`src/rtl/axi4_cmd_master.sv`:
```
// -----------------------------------------------------------------------------
// axi4_cmd_master
//
// Converts a single-word command (read or write) into one single-beat AXI4
// transaction on the MEM_* channels, collects the B or R response and returns
// it on the rsp_* interface together with the measured latency. Only one
// transaction is in flight at a time.
//
// Handshake rule used on every channel (cmd, rsp, AW, W, B, AR, R): a transfer
// happens on the rising ACLK edge where VALID and READY are both high. A VALID
// driven by this block never drops before its READY, and its payload is held
// stable while VALID is high. READY never waits on VALID.
//
// Ports
//   ACLK, ARESET        clock, synchronous active-high reset
//   cmd_*               command in (valid/ready), write flag, id, addr, data, strb
//   rsp_*               response out (valid/ready), write flag, id, resp, rdata,
//                       latency (accept to B/R handshake, saturating)
//   MEM_AW*/W*/B*       AXI4 write address, write data, write response
//   MEM_AR*/R*          AXI4 read address, read data
//   dbg_state_o         current FSM state, for observation only
// -----------------------------------------------------------------------------
module axi4_cmd_master #(
    parameter int DATA_WIDTH = 32,
    parameter int ADDR_WIDTH = 32,
    parameter int ID_WIDTH   = 4,
    parameter int RESP_WIDTH = 2,
    parameter int LAT_WIDTH  = 16
) (
    input  logic                    ACLK,
    input  logic                    ARESET,

    input  logic                    cmd_valid,
    output logic                    cmd_ready,
    input  logic                    cmd_write,
    input  logic [ID_WIDTH-1:0]     cmd_id,
    input  logic [ADDR_WIDTH-1:0]   cmd_addr,
    input  logic [DATA_WIDTH-1:0]   cmd_wdata,
    input  logic [DATA_WIDTH/8-1:0] cmd_wstrb,

    output logic                    rsp_valid,
    input  logic                    rsp_ready,
    output logic                    rsp_write,
    output logic [ID_WIDTH-1:0]     rsp_id,
    output logic [RESP_WIDTH-1:0]   rsp_resp,
    output logic [DATA_WIDTH-1:0]   rsp_rdata,
    output logic [LAT_WIDTH-1:0]    rsp_latency,

    output logic [ID_WIDTH-1:0]     MEM_AWID,
    output logic [ADDR_WIDTH-1:0]   MEM_AWADDR,
    output logic [7:0]              MEM_AWLEN,
    output logic [2:0]              MEM_AWSIZE,
    output logic [1:0]              MEM_AWBURST,
    output logic                    MEM_AWLOCK,
    output logic [3:0]              MEM_AWCACHE,
    output logic [2:0]              MEM_AWPROT,
    output logic [3:0]              MEM_AWQOS,
    output logic                    MEM_AWVALID,
    input  logic                    MEM_AWREADY,

    output logic [DATA_WIDTH-1:0]   MEM_WDATA,
    output logic [DATA_WIDTH/8-1:0] MEM_WSTRB,
    output logic                    MEM_WLAST,
    output logic                    MEM_WVALID,
    input  logic                    MEM_WREADY,

    input  logic [ID_WIDTH-1:0]     MEM_BID,
    input  logic [RESP_WIDTH-1:0]   MEM_BRESP,
    input  logic                    MEM_BVALID,
    output logic                    MEM_BREADY,

    output logic [ID_WIDTH-1:0]     MEM_ARID,
    output logic [ADDR_WIDTH-1:0]   MEM_ARADDR,
    output logic [7:0]              MEM_ARLEN,
    output logic [2:0]              MEM_ARSIZE,
    output logic [1:0]              MEM_ARBURST,
    output logic                    MEM_ARLOCK,
    output logic [3:0]              MEM_ARCACHE,
    output logic [2:0]              MEM_ARPROT,
    output logic [3:0]              MEM_ARQOS,
    output logic                    MEM_ARVALID,
    input  logic                    MEM_ARREADY,

    input  logic [ID_WIDTH-1:0]     MEM_RID,
    input  logic [DATA_WIDTH-1:0]   MEM_RDATA,
    input  logic [RESP_WIDTH-1:0]   MEM_RRESP,
    input  logic                    MEM_RLAST,
    input  logic                    MEM_RVALID,
    output logic                    MEM_RREADY,

    output logic [2:0]              dbg_state_o
);

    typedef enum logic [2:0] {
        S_IDLE    = 3'd0,
        S_WR_REQ  = 3'd1,
        S_WR_RESP = 3'd2,
        S_RD_REQ  = 3'd3,
        S_RD_RESP = 3'd4,
        S_RSP     = 3'd5
    } state_t;

    // Every beat is one full data-bus word.
    localparam logic [2:0] AX_SIZE = 3'($clog2(DATA_WIDTH / 8));
    localparam logic [RESP_WIDTH-1:0] RESP_SLVERR = RESP_WIDTH'(2'b10);

    state_t                    state_q, state_d;
    logic                      aw_valid_q, aw_valid_d;
    logic                      w_valid_q, w_valid_d;
    logic                      ar_valid_q, ar_valid_d;
    logic [ID_WIDTH-1:0]       id_q, id_d;
    logic [ADDR_WIDTH-1:0]     addr_q, addr_d;
    logic [DATA_WIDTH-1:0]     wdata_q, wdata_d;
    logic [DATA_WIDTH/8-1:0]   wstrb_q, wstrb_d;
    logic [LAT_WIDTH-1:0]      lat_q, lat_d;
    logic                      rsp_valid_q, rsp_valid_d;
    logic                      rsp_write_q, rsp_write_d;
    logic [ID_WIDTH-1:0]       rsp_id_q, rsp_id_d;
    logic [RESP_WIDTH-1:0]     rsp_resp_q, rsp_resp_d;
    logic [DATA_WIDTH-1:0]     rsp_rdata_q, rsp_rdata_d;
    logic [LAT_WIDTH-1:0]      rsp_lat_q, rsp_lat_d;
    logic                      aw_done, w_done;
    logic [LAT_WIDTH-1:0]      lat_inc;

    // Saturating increment: the counter parks at all-ones instead of wrapping.
    assign lat_inc = (lat_q == '1) ? lat_q : lat_q + 1'b1;

    // A write channel is done once its VALID has dropped or is handshaking now.
    assign aw_done = !aw_valid_q || MEM_AWREADY;
    assign w_done  = !w_valid_q  || MEM_WREADY;

    always_comb begin
        state_d     = state_q;
        aw_valid_d  = aw_valid_q;
        w_valid_d   = w_valid_q;
        ar_valid_d  = ar_valid_q;
        id_d        = id_q;
        addr_d      = addr_q;
        wdata_d     = wdata_q;
        wstrb_d     = wstrb_q;
        lat_d       = lat_q;
        rsp_valid_d = rsp_valid_q;
        rsp_write_d = rsp_write_q;
        rsp_id_d    = rsp_id_q;
        rsp_resp_d  = rsp_resp_q;
        rsp_rdata_d = rsp_rdata_q;
        rsp_lat_d   = rsp_lat_q;

        case (state_q)
            S_IDLE: begin
                if (cmd_valid) begin
                    id_d    = cmd_id;
                    addr_d  = cmd_addr;
                    wdata_d = cmd_wdata;
                    wstrb_d = cmd_wstrb;
                    lat_d   = LAT_WIDTH'(1);
                    if (cmd_write) begin
                        state_d    = S_WR_REQ;
                        aw_valid_d = 1'b1;
                        w_valid_d  = 1'b1;
                    end else begin
                        state_d    = S_RD_REQ;
                        ar_valid_d = 1'b1;
                    end
                end
            end
            S_WR_REQ: begin
                lat_d = lat_inc;
                if (aw_valid_q && MEM_AWREADY) aw_valid_d = 1'b0;
                if (w_valid_q && MEM_WREADY)   w_valid_d  = 1'b0;
                if (aw_done && w_done)         state_d    = S_WR_RESP;
            end
            S_WR_RESP: begin
                lat_d = lat_inc;
                if (MEM_BVALID) begin
                    rsp_valid_d = 1'b1;
                    rsp_write_d = 1'b1;
                    rsp_id_d    = MEM_BID;
                    rsp_resp_d  = MEM_BRESP;
                    rsp_rdata_d = '0;
                    rsp_lat_d   = lat_inc;
                    state_d     = S_RSP;
                end
            end
            S_RD_REQ: begin
                lat_d = lat_inc;
                if (MEM_ARREADY) begin
                    ar_valid_d = 1'b0;
                    state_d    = S_RD_RESP;
                end
            end
            S_RD_RESP: begin
                lat_d = lat_inc;
                if (MEM_RVALID) begin
                    rsp_valid_d = 1'b1;
                    rsp_write_d = 1'b0;
                    rsp_id_d    = MEM_RID;
                    // A single-beat read must end with RLAST; anything else is
                    // reported as a slave error rather than silently accepted.
                    rsp_resp_d  = MEM_RLAST ? MEM_RRESP : RESP_SLVERR;
                    rsp_rdata_d = MEM_RDATA;
                    rsp_lat_d   = lat_inc;
                    state_d     = S_RSP;
                end
            end
            S_RSP: begin
                if (rsp_ready) begin
                    rsp_valid_d = 1'b0;
                    state_d     = S_IDLE;
                end
            end
            default: state_d = S_IDLE;
        endcase
    end

    always_ff @(posedge ACLK) begin
        if (ARESET) begin
            state_q     <= S_IDLE;
            aw_valid_q  <= 1'b0;
            w_valid_q   <= 1'b0;
            ar_valid_q  <= 1'b0;
            id_q        <= '0;
            addr_q      <= '0;
            wdata_q     <= '0;
            wstrb_q     <= '0;
            lat_q       <= '0;
            rsp_valid_q <= 1'b0;
            rsp_write_q <= 1'b0;
            rsp_id_q    <= '0;
            rsp_resp_q  <= '0;
            rsp_rdata_q <= '0;
            rsp_lat_q   <= '0;
        end else begin
            state_q     <= state_d;
            aw_valid_q  <= aw_valid_d;
            w_valid_q   <= w_valid_d;
            ar_valid_q  <= ar_valid_d;
            id_q        <= id_d;
            addr_q      <= addr_d;
            wdata_q     <= wdata_d;
            wstrb_q     <= wstrb_d;
            lat_q       <= lat_d;
            rsp_valid_q <= rsp_valid_d;
            rsp_write_q <= rsp_write_d;
            rsp_id_q    <= rsp_id_d;
            rsp_resp_q  <= rsp_resp_d;
            rsp_rdata_q <= rsp_rdata_d;
            rsp_lat_q   <= rsp_lat_d;
        end
    end

    // Ready signals are pure state decodes so they never depend on VALID.
    assign cmd_ready   = (state_q == S_IDLE);
    assign MEM_BREADY  = (state_q == S_WR_RESP);
    assign MEM_RREADY  = (state_q == S_RD_RESP);
    assign dbg_state_o = state_q;

    assign rsp_valid   = rsp_valid_q;
    assign rsp_write   = rsp_write_q;
    assign rsp_id      = rsp_id_q;
    assign rsp_resp    = rsp_resp_q;
    assign rsp_rdata   = rsp_rdata_q;
    assign rsp_latency = rsp_lat_q;

    // The command registers feed both address channels; only the channel
    // whose VALID is high carries a meaningful payload.
    assign MEM_AWID    = id_q;
    assign MEM_AWADDR  = addr_q;
    assign MEM_AWLEN   = 8'd0;
    assign MEM_AWSIZE  = AX_SIZE;
    assign MEM_AWBURST = 2'b01;
    assign MEM_AWLOCK  = 1'b0;
    assign MEM_AWCACHE = 4'd0;
    assign MEM_AWPROT  = 3'd0;
    assign MEM_AWQOS   = 4'd0;
    assign MEM_AWVALID = aw_valid_q;

    assign MEM_WDATA   = wdata_q;
    assign MEM_WSTRB   = wstrb_q;
    assign MEM_WLAST   = w_valid_q;
    assign MEM_WVALID  = w_valid_q;

    assign MEM_ARID    = id_q;
    assign MEM_ARADDR  = addr_q;
    assign MEM_ARLEN   = 8'd0;
    assign MEM_ARSIZE  = AX_SIZE;
    assign MEM_ARBURST = 2'b01;
    assign MEM_ARLOCK  = 1'b0;
    assign MEM_ARCACHE = 4'd0;
    assign MEM_ARPROT  = 3'd0;
    assign MEM_ARQOS   = 4'd0;
    assign MEM_ARVALID = ar_valid_q;

endmodule

```
`config.mk`:
```
export PLATFORM = sky130hd
export DESIGN_NAME = axi4_cmd_master
export DESIGN_NICKNAME = d
export VERILOG_FILES = /design/src/rtl/axi4_cmd_master.sv
export SDC_FILE = /design/constraint.sdc
export NUM_CORES = 1
export LEC_CHECK = 0
export ABC_CLOCK_PERIOD_IN_PS = 2400
export CAP_MARGIN = 20
export CORE_MARGIN = 2
export CORE_UTILIZATION = 30
export DETAILED_ROUTE_END_ITERATION = 7
export SYNTH_ARGS = -nofsm -noshare
export SYNTH_HDL_FRONTEND = slang
export SYNTH_SLANG_ARGS = --single-unit
export TNS_END_PERCENT = 50
```
`constraint.sdc`:
```
create_clock -name ACLK -period 2.4 [get_ports ACLK]
set_input_delay 0.36 -clock ACLK [delete_from_list [all_inputs] [get_ports ACLK]]
set_output_delay 0.36 -clock ACLK [all_outputs]
set_load 0.01 [all_outputs]
```
==> reports/metrics.yaml <==
final_area_um2: 10000
synth_top_cell_by_area: "dfxtp_1"
rows: 54
tns_ps: 0
finalHoldViolCount: 0
synth_edf_count: 0
criticalPathCategory: "register to primary output"
p_leak_uw: 0.00370
r2r-start: "lat_q[0]$_SDFFE_PP0P_"
status: "completed"
gp_congestion: 0.812
synth_top_cell_area_share_pct: 45.6
cts.sinks: 150
hold_path.class: "primary input to register"
pwr_density_cell_nw_per_um2: 1090
synth_flop_cell: "dfxtp_1"
drtIter0Drc: 317
initial_core_util_pct: 30.4
synthTopCellsByArea: "dfxtp_1 46%, buf_4 11%, nand2_1 10%, a21oi_1 8.1%, a22oi_1 3.8%"
grtUsageTotal_pct: 17.5
drc: 0
ir_drop_mv: 0.437
port_buffers: 300
fp.dieW_um: 152
antenna_found_initial: 0
slew_headroom_pct: 62.0
p_sw_uw: 3950
p_int_uw: 6950
switching_share_pct: 36.2
r2r-end: "lat_q[10]$_SDFFE_PP0P_"
clkPwrFrac_pct: 25.7
crit_arrival_ps: 1970
fin_worst_skew_ps: 11.7
grt_overflow: 0
setup_slack_ps: 72.2
instances_no_fill: 1342
insertion_delay_ps: 420
post_cts_buffers: 0
dp_hpwl_um: 15300
synth_seq_cells: 150
regToRegSetupSlack_ps: 280
vias_per_cell: 4.61
cp-start-kind: "register"
grt_pass1_vias: 5719
nNetsFinal: 1177
cts.path.max_buffers: 2
clk_pin_slew_worst_paths_ps: 70
grt_max_degree: 74
worstPathMaxFanout: 6
yosys-top-cells-count: "176 x nand2_1, 150 x dfxtp_1, 107 x a21oi_1, 95 x buf_4, 47 x nor2_1"
power_uw: 10900
die_h_um: 152
async_flop_share_pct: 0
cts-root-buf: "clkbuf_16"
placed_cells: 1310
num_antenna_cells: 0
yosysWarnings: 0
avgSynthCellArea_um2: 8.17
hold_path_depth: 2
synthCells: 806
io_pins: 351
grt_pass1_wl_um: 32500
wl_per_cell_um: 15.8
grt_setup_unrepaired: "false"
p_comb_share_pct: 42.4
ant_nets: 0
dp_slack_ps: 252
syn_area_um2: 6590
fin_crit_sh_pct: 97.0
postPlaceCellArea_um2: 9410
setup_viol: 0
worstHoldStart: "ARESET"
end_kind: "primary output"
layout_min_cycle_time_ps: 2330
area_delta_synth_final_pct: 52.1
yosysSeqAreaShare_pct: 45.6
drive_gt1_share_pct: 6.59
r2r.worst_path.cells: 6
firstDrtPassIters: 4
required_ps: 2040
core-area_um2: 21700
cap_violations: 0
maxSlewViolCount: 0
tightest_slew_ps: 569
cts_resized: 2
dieArea_um2: 23200
clock.fmax_mhz: 430
num_vias: 6181
cts_tree: "yes"
yosysMostFrequentCell: "nand2_1"
hold_end: "rsp_rdata[7]$_SDFFE_PP0P_"
hold_buffers: 0
ys_types: 54
cts-buffers-inserted: 17
sequentialPowerShare_pct: 31.9
cts.htree.levels: 4
wl_um: 21100
==> worst max path at each step <==
stage               slack (ps)                   startpoint  depth (start not counted)                           to
floorplan                  690        lat_q[0]$_SDFFE_PP0P_                          6       lat_q[10]$_SDFFE_PP0P_
global placement           260                    cmd_valid                          7       lat_q[10]$_SDFFE_PP0P_
detailed placement         250                    cmd_valid                          7  MEM_ARADDR[31]$_SDFFE_PP0P_
CTS                         20  dbg_state_o[0]$_SDFFE_PP0P_                          4                   MEM_RREADY
global route                 3  dbg_state_o[2]$_SDFFE_PP0P_                          3                    cmd_ready
finish                      70  dbg_state_o[2]$_SDFFE_PP0P_                          3                    cmd_ready
==> cell usage in the layout, fill, tap and decap left out, drive strengths merged, types with 5 or more instances in the layout <==
cell and instances:
clkdlybuf4s50 298, nand2 176, dfxtp 150, a21oi 107, conb 50, nor2 49
a22oi 33, o21ai 22, buf 21, clkbuf 17, inv 17, nand3 16
a31oi 11, nor3 10, a211oi 7, nor2b 6, or3 5, mux2i 5
o211ai 5, xnor2 5
==> per-layer routing <==
metal	up-vias	share of wire (%)	GRT usage (%)	wire length (um)
met5	-	0	0	0
met2	245	48	28.9	10100
li1	3087	-	-	-
met3	17	8.0	6.14	1680
met1	2832	43	21.4	8990
met4	0	1.5	5.34	316
==> power groups by stage <==
stage	combinational (uW)	sequential, uW	clock (uW)
floorplan	2340	3740	0
global placement	4650	3520	0
detailed placement	4670	3540	0
CTS	4700	3490	2880
global route	5050	3570	2980
finish	4620	3480	2800
==> metrics by stage <==
step                hold WS, ps  utilization, %
floorplan                   457               -
global placement            439            43.4
detailed placement          448            43.4
CTS                         319            46.2
global route                330            46.2
finish                      330            46.2
==> layout make-up <==
class                      count  area [um2]
tap                          280         350
timing repair buffer         320        3200
inverter                       7        26.3
multi-input combinational    553        2830
clock inverter                15         181
sequential                   150        3000
fill                        2137       11700
clock buffer                  17         425
==> cell families (layout without fill, tap and decap cells) <==
kind of cell	after synthesis	after routing	share of synthesized area, %
XOR/XNOR	8	8	1.06
adder cells (fa/ha/maj)	1	1	0.190
flip-flops	150	150	45.6
AO/OA/AOI/OAI	203	203	18.5
AND/OR/NAND/NOR	286	286	19.4
buffers and inverters	151	359	14.4
multiplexers	5	5	0.760
other	2	50	0.114
==> registers in the layout (all words and copies together), names as in the netlist <==
signal       cells
MEM_ARADDR      32
MEM_WDATA       32
rsp_rdata       32
lat_q           16
rsp_latency     16
MEM_ARID         4
MEM_WSTRB        4
rsp_id           4
dbg_state_o      3
rsp_resp         2
MEM_ARVALID      1
MEM_AWVALID      1
MEM_WLAST        1
rsp_valid        1
rsp_write        1
==> worst max-delay path: stages (launching register included) <==
cell             delay [ps]
dfxtp_1                 370
or3_1                   480
inv_1                   120
clkdlybuf4s50_1         580
Power figures use the tool's default switching activity.
==> patch 1, RTL diff (same flow settings) <==
Register the output `dbg_state_o` once more, with the module's reset; this adds one clock of latency there. The other outputs are not delayed to match.
--- a/src/rtl/axi4_cmd_master.sv
+++ b/src/rtl/axi4_cmd_master.sv
@@ -255,3 +255,9 @@
     assign MEM_RREADY  = (state_q == S_RD_RESP);
-    assign dbg_state_o = state_q;
+    always_ff @(posedge ACLK) begin
+        if (ARESET) begin
+            dbg_state_o <= '0;
+        end else begin
+            dbg_state_o <= state_q;
+        end
+    end
 
Check against the original RTL: not equivalent (Yosys sat finds a counterexample within 4 cycles, from zero or initial values and one cycle with ARESET high).
==> patch 1 against the unedited design <==
First-iteration DRC count fell by 2.5%. Routed wire length grew 1.3%. Fmax grew 4.9%. Final area grew 1.1%. Clock skew shrank 0.0049 ns. Sequential share of layout area is 0.26 points higher. Final cell count increased by 0.75%. Area after synthesis rose by 0.82%. Count of clock-buffer cells in the layout increased by 1. Combinational power is 5.6% higher. Worst setup slack improved by 0.11 ns. Power grew 2.9%. Sequential cell count grew 3. Largest power group unchanged.
==> patch 1: results (changes against the unedited design) <==
* Mux cell area share after synthesis at 0.00942 (+0.00182)
* Total track usage at 0.174 (-0.000288)
* Post-synthesis async set-or-reset flop share at 0 (unchanged)
* # fillers at 2113 (-1.1%)
* Met1 Use GR at 0.214 (about the same)
* Fin nets at 1187 (+0.85%)
* Wirelength, routed at 21400 um (+1.3%)
* Flop2flop setup slack at 0.36 ns (+0.08 ns)
* CTS Buffer Depth at 2 (unchanged)
* Worst-path clk slew at 0.07 ns (about the same)
* M1 WL at 9050 um (+0.62%)
* FF-to-FF End: rsp_latency[5]$_SDFFE_PP0P_
* Unique masters post-synth at 58 (+7.4%)
* First-pass GRT wire length at 32500 um (about the same)
* Post-DP HPWL at 15500 um (+1.2%)
* Compound-gate portion of the synthesized area at 0.180 (-0.00489)
* Inserted Diodes at 0 (unchanged)
* Met3 global-route usage at 0.0481 (-0.0134)
* Largest net degree at the start of global routing at 56 (-24%)
* Gpl congestion at 0.793 (-2.3%)
* Worst path max stage delay at 0.59 ns
* Post-CTS resize count at 1 (-1)
* Wire length on met2 at 10700 um (+5.0%)
* Outcome: finished, final reports clean
* Critical Path AT at 1.86 ns (-0.11 ns)
* Met2 Usage GRT at 0.300 (+0.0111)
* Hold depth at 2 (unchanged)
* Top cells by count, synth: nand2_1, dfxtp_1, a21oi_1
* Iter 0 DRT Violations at 309 (-2.5%)
* Drt pass-1 iters at 6 (+2)
* Sequential logic power at 3.61 mW (+4%)
* Worst Clk Skew at 0.00684 ns (-0.00487 ns)
* Peak VDD IR at 509 uV (+17%)
* Net Sw Frac at 0.358 (-0.00422)
* Max FO, Critical Path at 13 (+7)
* Hold slack at 0.317 ns (-0.0127 ns)
* Worst Hold End: rsp_rdata[27]$_SDFFE_PP0P_
* Vias in the first global route at 5769 (+0.87%)
* Post-synthesis adder-cell area fraction at 0.00188 (-0.0000154)
* Synth Area in XOR/XNOR at 0.0119 (+0.00123)
* Clock power frac at 0.243 (-0.014)
* Pre-CTS setup slack at -0.0477 ns (-0.300 ns)
* Cell leakage power at 3.74 nW (+1.1%)
* Ranking of synthesized cells by area: dfxtp_1, buf_4, nand2_1
* Ratio of cells with drive above 1 in the final layout at 0.0756 (+0.00965)
* Tightest Pin Transition at 0.805 ns (+0.236 ns)
* Sequential area share after synthesis at 0.461 (+0.00535)
* Reg2Reg Launch Point: lat_q[0]$_SDFFE_PP0P_
==> patch 1: cell types whose count changed after synthesis, moves of 4 or more <==
cell     unedited run  this run
nand3_1            15        10
inv_1               7        11
buf_2              15         9
nand2_1           176       168
==> patch 1: stage by stage <==
step           instances  setup TNS [ns]  total power [mW]   util  area [sq um]
6_report            1352               0              11.2  0.466         10100
5_1_grt             1352               0              12.0  0.466         10100
4_1_cts             1351               0              11.3  0.465         10100
3_5_place_dp        1319          -0.519              8.56  0.438          9520
3_3_place_gp        1319               0              8.51  0.438          9520
2_1_floorplan        852               0              6.25      -          6820
==> patch 1: cell type report <==
| type | count | area, sq um | share of cell area |
|---|---|---|---|
| clock buffers | 18 | 429 | 0.0423 |
| clock inverters | 14 | 163 | 0.0160 |
| inverters | 11 | 41.3 | 0.00407 |
| multi-input cells | 546 | 2820 | 0.278 |
| flip-flops and latches | 153 | 3060 | 0.302 |
| well taps | 280 | 350 | 0.0346 |
| repair buffers | 330 | 3270 | 0.322 |
==> patch 1: how the worst max path moves through the flow <==
stage | cells past startpoint | slack [ns] | end | from
3_5_place_dp | 7 | -0.05 | MEM_ARADDR[30]$_SDFFE_PP0P_ | cmd_valid
2_1_floorplan | 8 | 0.46 | rsp_latency[5]$_SDFFE_PP0P_ | lat_q[0]$_SDFFE_PP0P_
4_1_cts | 4 | 0.01 | cmd_ready | state_q[0]$_SDFFE_PP0P_
6_report | 3 | 0.18 | MEM_BREADY | state_q[1]$_SDFFE_PP0P_
3_3_place_gp | 7 | 0.009 | MEM_WSTRB[1]$_SDFFE_PP0P_ | cmd_valid
5_1_grt | 3 | 0.08 | MEM_BREADY | state_q[1]$_SDFFE_PP0P_
==> patch 2, RTL diff (config.mk and constraints unchanged) <==
Without the edit above. `ADDR_WIDTH`: 32 -> 48.
--- a/src/rtl/axi4_cmd_master.sv
+++ b/src/rtl/axi4_cmd_master.sv
@@ -24,3 +24,3 @@
     parameter int DATA_WIDTH = 32,
-    parameter int ADDR_WIDTH = 32,
+    parameter int ADDR_WIDTH = 48,
     parameter int ID_WIDTH   = 4,
Ports: changed (resized MEM_ARADDR, MEM_AWADDR and cmd_addr); port bits go from 351 to 399. The function was not compared with the original's and may differ.
==> patch 2 against the unedited design <==
Routed wire length is 9.1% higher. Hold slack better by 0.078 ns. Via count grew 10%. Global-route usage hardly changed. Utilization down 0.12 points. Power fell by 6.7%. Area after synthesis rose by 11%. Register-to-register slack gained 0.17 ns. Clock power fell by 3%. Highest routed layer unchanged. Sequential cell count rose by 16. Worst setup slack gained 0.0079 ns. Final area grew 11%.
==> patch 2: results (changes against the unedited design) <==
* Outcome: finished, final reports clean
* Cell leakage power at 3.99 nW (+7.8%)
* Ratio of cells with drive above 1 in the final layout at 0.0674 (+0.00149)
* Unique masters post-synth at 62 (+15%)
* Total track usage at 0.175 (+0.000197)
* Hold depth at 2 (unchanged)
* Tightest Pin Transition at 0.534 ns (-0.0357 ns)
* FF-to-FF End: lat_q[3]$_SDFFE_PP0P_
* Critical Path End: MEM_RREADY
* Critical path origin: dbg_state_o[2]$_SDFFE_PP0P_
* Post-CTS setup buffers at 0 (unchanged)
* Post-DP HPWL at 16900 um (+11%)
* Wirelength, routed at 23100 um (+9.1%)
* H-tree levels at 4 (unchanged)
* Fin nets at 1304 (+11%)
* Inserted Diodes at 0 (unchanged)
* Sequential area share after synthesis at 0.454 (-0.00221)
* Commonest non-fill, non-tap cell in the layout: clkdlybuf4s50_1
* Compound-gate portion of the synthesized area at 0.174 (-0.0113)
* Mux cell area share after synthesis at 0.00547 (-0.00213)
* Ranking of synthesized cells by area: dfxtp_1, buf_4, nand2_1
* Top cells by count, synth: nand2_1, dfxtp_1, a21oi_1
* Flop2flop setup slack at 0.45 ns (+0.17 ns)
* Synth Area in XOR/XNOR at 0.00598 (-0.00466)
* Worst-path clk slew at 0.07 ns (about the same)
* Peak VDD IR at 407 uV (-6.7%)
* Gpl congestion at 0.822 (+1.2%)
* Root Buffer: clkbuf_16
* Number of flip-flops under the largest register name at 48
* Critical-path top delay cell: dfxtp_1
* Post-synthesis adder-cell area fraction at 0.00171 (-0.000191)
* Max FO, Critical Path at 16 (+10)
* Vias in the first global route at 6343 (+11%)
* Worst path max stage delay at 0.66 ns (+0.08 ns)
* Post-synthesis async set-or-reset flop share at 0 (unchanged)
* Clock Latency Late Sink at 0.42 ns (about the same)
* YS warnings at 0 (unchanged)
* Count of input and output buffers at 348 (+16%)
* Worst Clk Skew at 0.0126 ns (+0.000899 ns)
* Hold Path Class: in2reg
* FF-to-FF path depth at 5 (-1)
* Iter 0 DRT Violations at 316 (-0.32%)
* Initial antenna violation count at 0 (unchanged)
* Vias per cell at 4.56 (-0.98%)
* Drt pass-1 iters at 4 (unchanged)
* CTS Buffer Depth at 2 (unchanged)
* Post-synth EDFFs at 0 (unchanged)
* Num CTS Buffers at 17 (unchanged)
* Critical Path AT at between 1.5 and 2 ns
* Reg2Reg Launch Point: lat_q[12]$_SDFFE_PP0P_
* First-pass GRT wire length at 35900 um (+10%)
* Delay-heaviest family, CP: flip-flops
* Largest net degree at the start of global routing at 47 (-36%)
* Main synth FF type: dfxtp_1
## patch 2: cell count changes in the layout (fill, tap and decap cells not counted), sizes merged, moves of 7 or more
cell / before / now
a21oi: 107 / 115
clkdlybuf4s50: 298 / 347
dfxtp: 150 / 166
inv: 17 / 10
nand2: 176 / 199
nor2: 49 / 62
nor3: 10 / 18
## patch 2: logic make-up (layout without fill, tap and decap cells)
group                    after synthesis  count (layout)
AND/OR/NAND/NOR                      336             336
AO/OA/AOI/OAI                        207             207
buffers and inverters                171             403
flip-flops                           166             166
XOR/XNOR                               5               5
multiplexers                           4               4
other                                  2              50
adder cells (fa/ha/maj)                1               1
## patch 2: how the worst min path moves through the flow
stage,startpoint,to,slack [ns]
after floorplan,MEM_AWREADY,MEM_AWVALID$_SDFFE_PP0P_,0.46
after global routing,ARESET,MEM_WDATA[16]$_SDFFE_PP0P_,0.41
after global placement,rsp_latency[0]$_SDFFE_PP0P_,rsp_latency[0]$_SDFFE_PP0P_,0.44
final,ARESET,MEM_WDATA[30]$_SDFFE_PP0P_,0.41
after detailed placement,MEM_WDATA[4]$_SDFFE_PP0P_,MEM_WDATA[4]$_SDFFE_PP0P_,0.45
after CTS,ARESET,rsp_latency[6]$_SDFFE_PP0P_,0.39
## patch 2: cell type report
cell class / instances / area, sq um
Fill cell: 2353 / 13000
Tap cell: 324 / 405
Clock buffer: 18 / 439
Clock inverter: 13 / 136
Timing Repair Buffer: 369 / 3700
Inverter: 3 / 11.3
Multi-Input combinational cell: 603 / 3120
Sequential cell: 166 / 3330
## patch 2: stage by stage
stage          setup WS, ns  std cells  total power, mW  cell area (sq um)   util
2_1_floorplan         0.543        940             5.68               7510      -
3_3_place_gp          0.275       1465             7.48              10600  0.437
3_5_place_dp          0.244       1465             7.51              10600  0.437
4_1_cts              0.0277       1496             10.3              11100  0.461
5_1_grt              0.0167       1496             10.8              11100  0.461
6_report             0.0801       1496             10.2              11100  0.461
## patch 2: where the power goes
part           internal, mW  total (mW)  switching [mW]  leakage, nW
Sequential             3.23        3.62           0.389         1.35
Combinational          1.93        3.82            1.88         2.36
Clock                  1.49        2.73            1.24        0.274
Total                  6.65        10.2            3.52         3.99
## patch 2: routing by layer
layer  GRT usage  vias to the layer above  routed length [um]
met2       0.310                      236               11600
met1       0.215                     3160                9910
met5           0                        -                   0
li1            -                     3403                   -
met3      0.0421                       24                1270
met4      0.0389                        0                 285
## patch 2: what timing repair did
action	CTS	global route
endpoints found under the setup margin	2	2
resized for setup	2	2
gates cloned	0	0
## patch 2: worst reg2reg max path, delay by kind of cell (launching register included)
kind             cells  cell delay [ns]
AO/OA/AOI/OAI        3             0.38
flip-flops           1             0.49
AND/OR/NAND/NOR      2             1.01
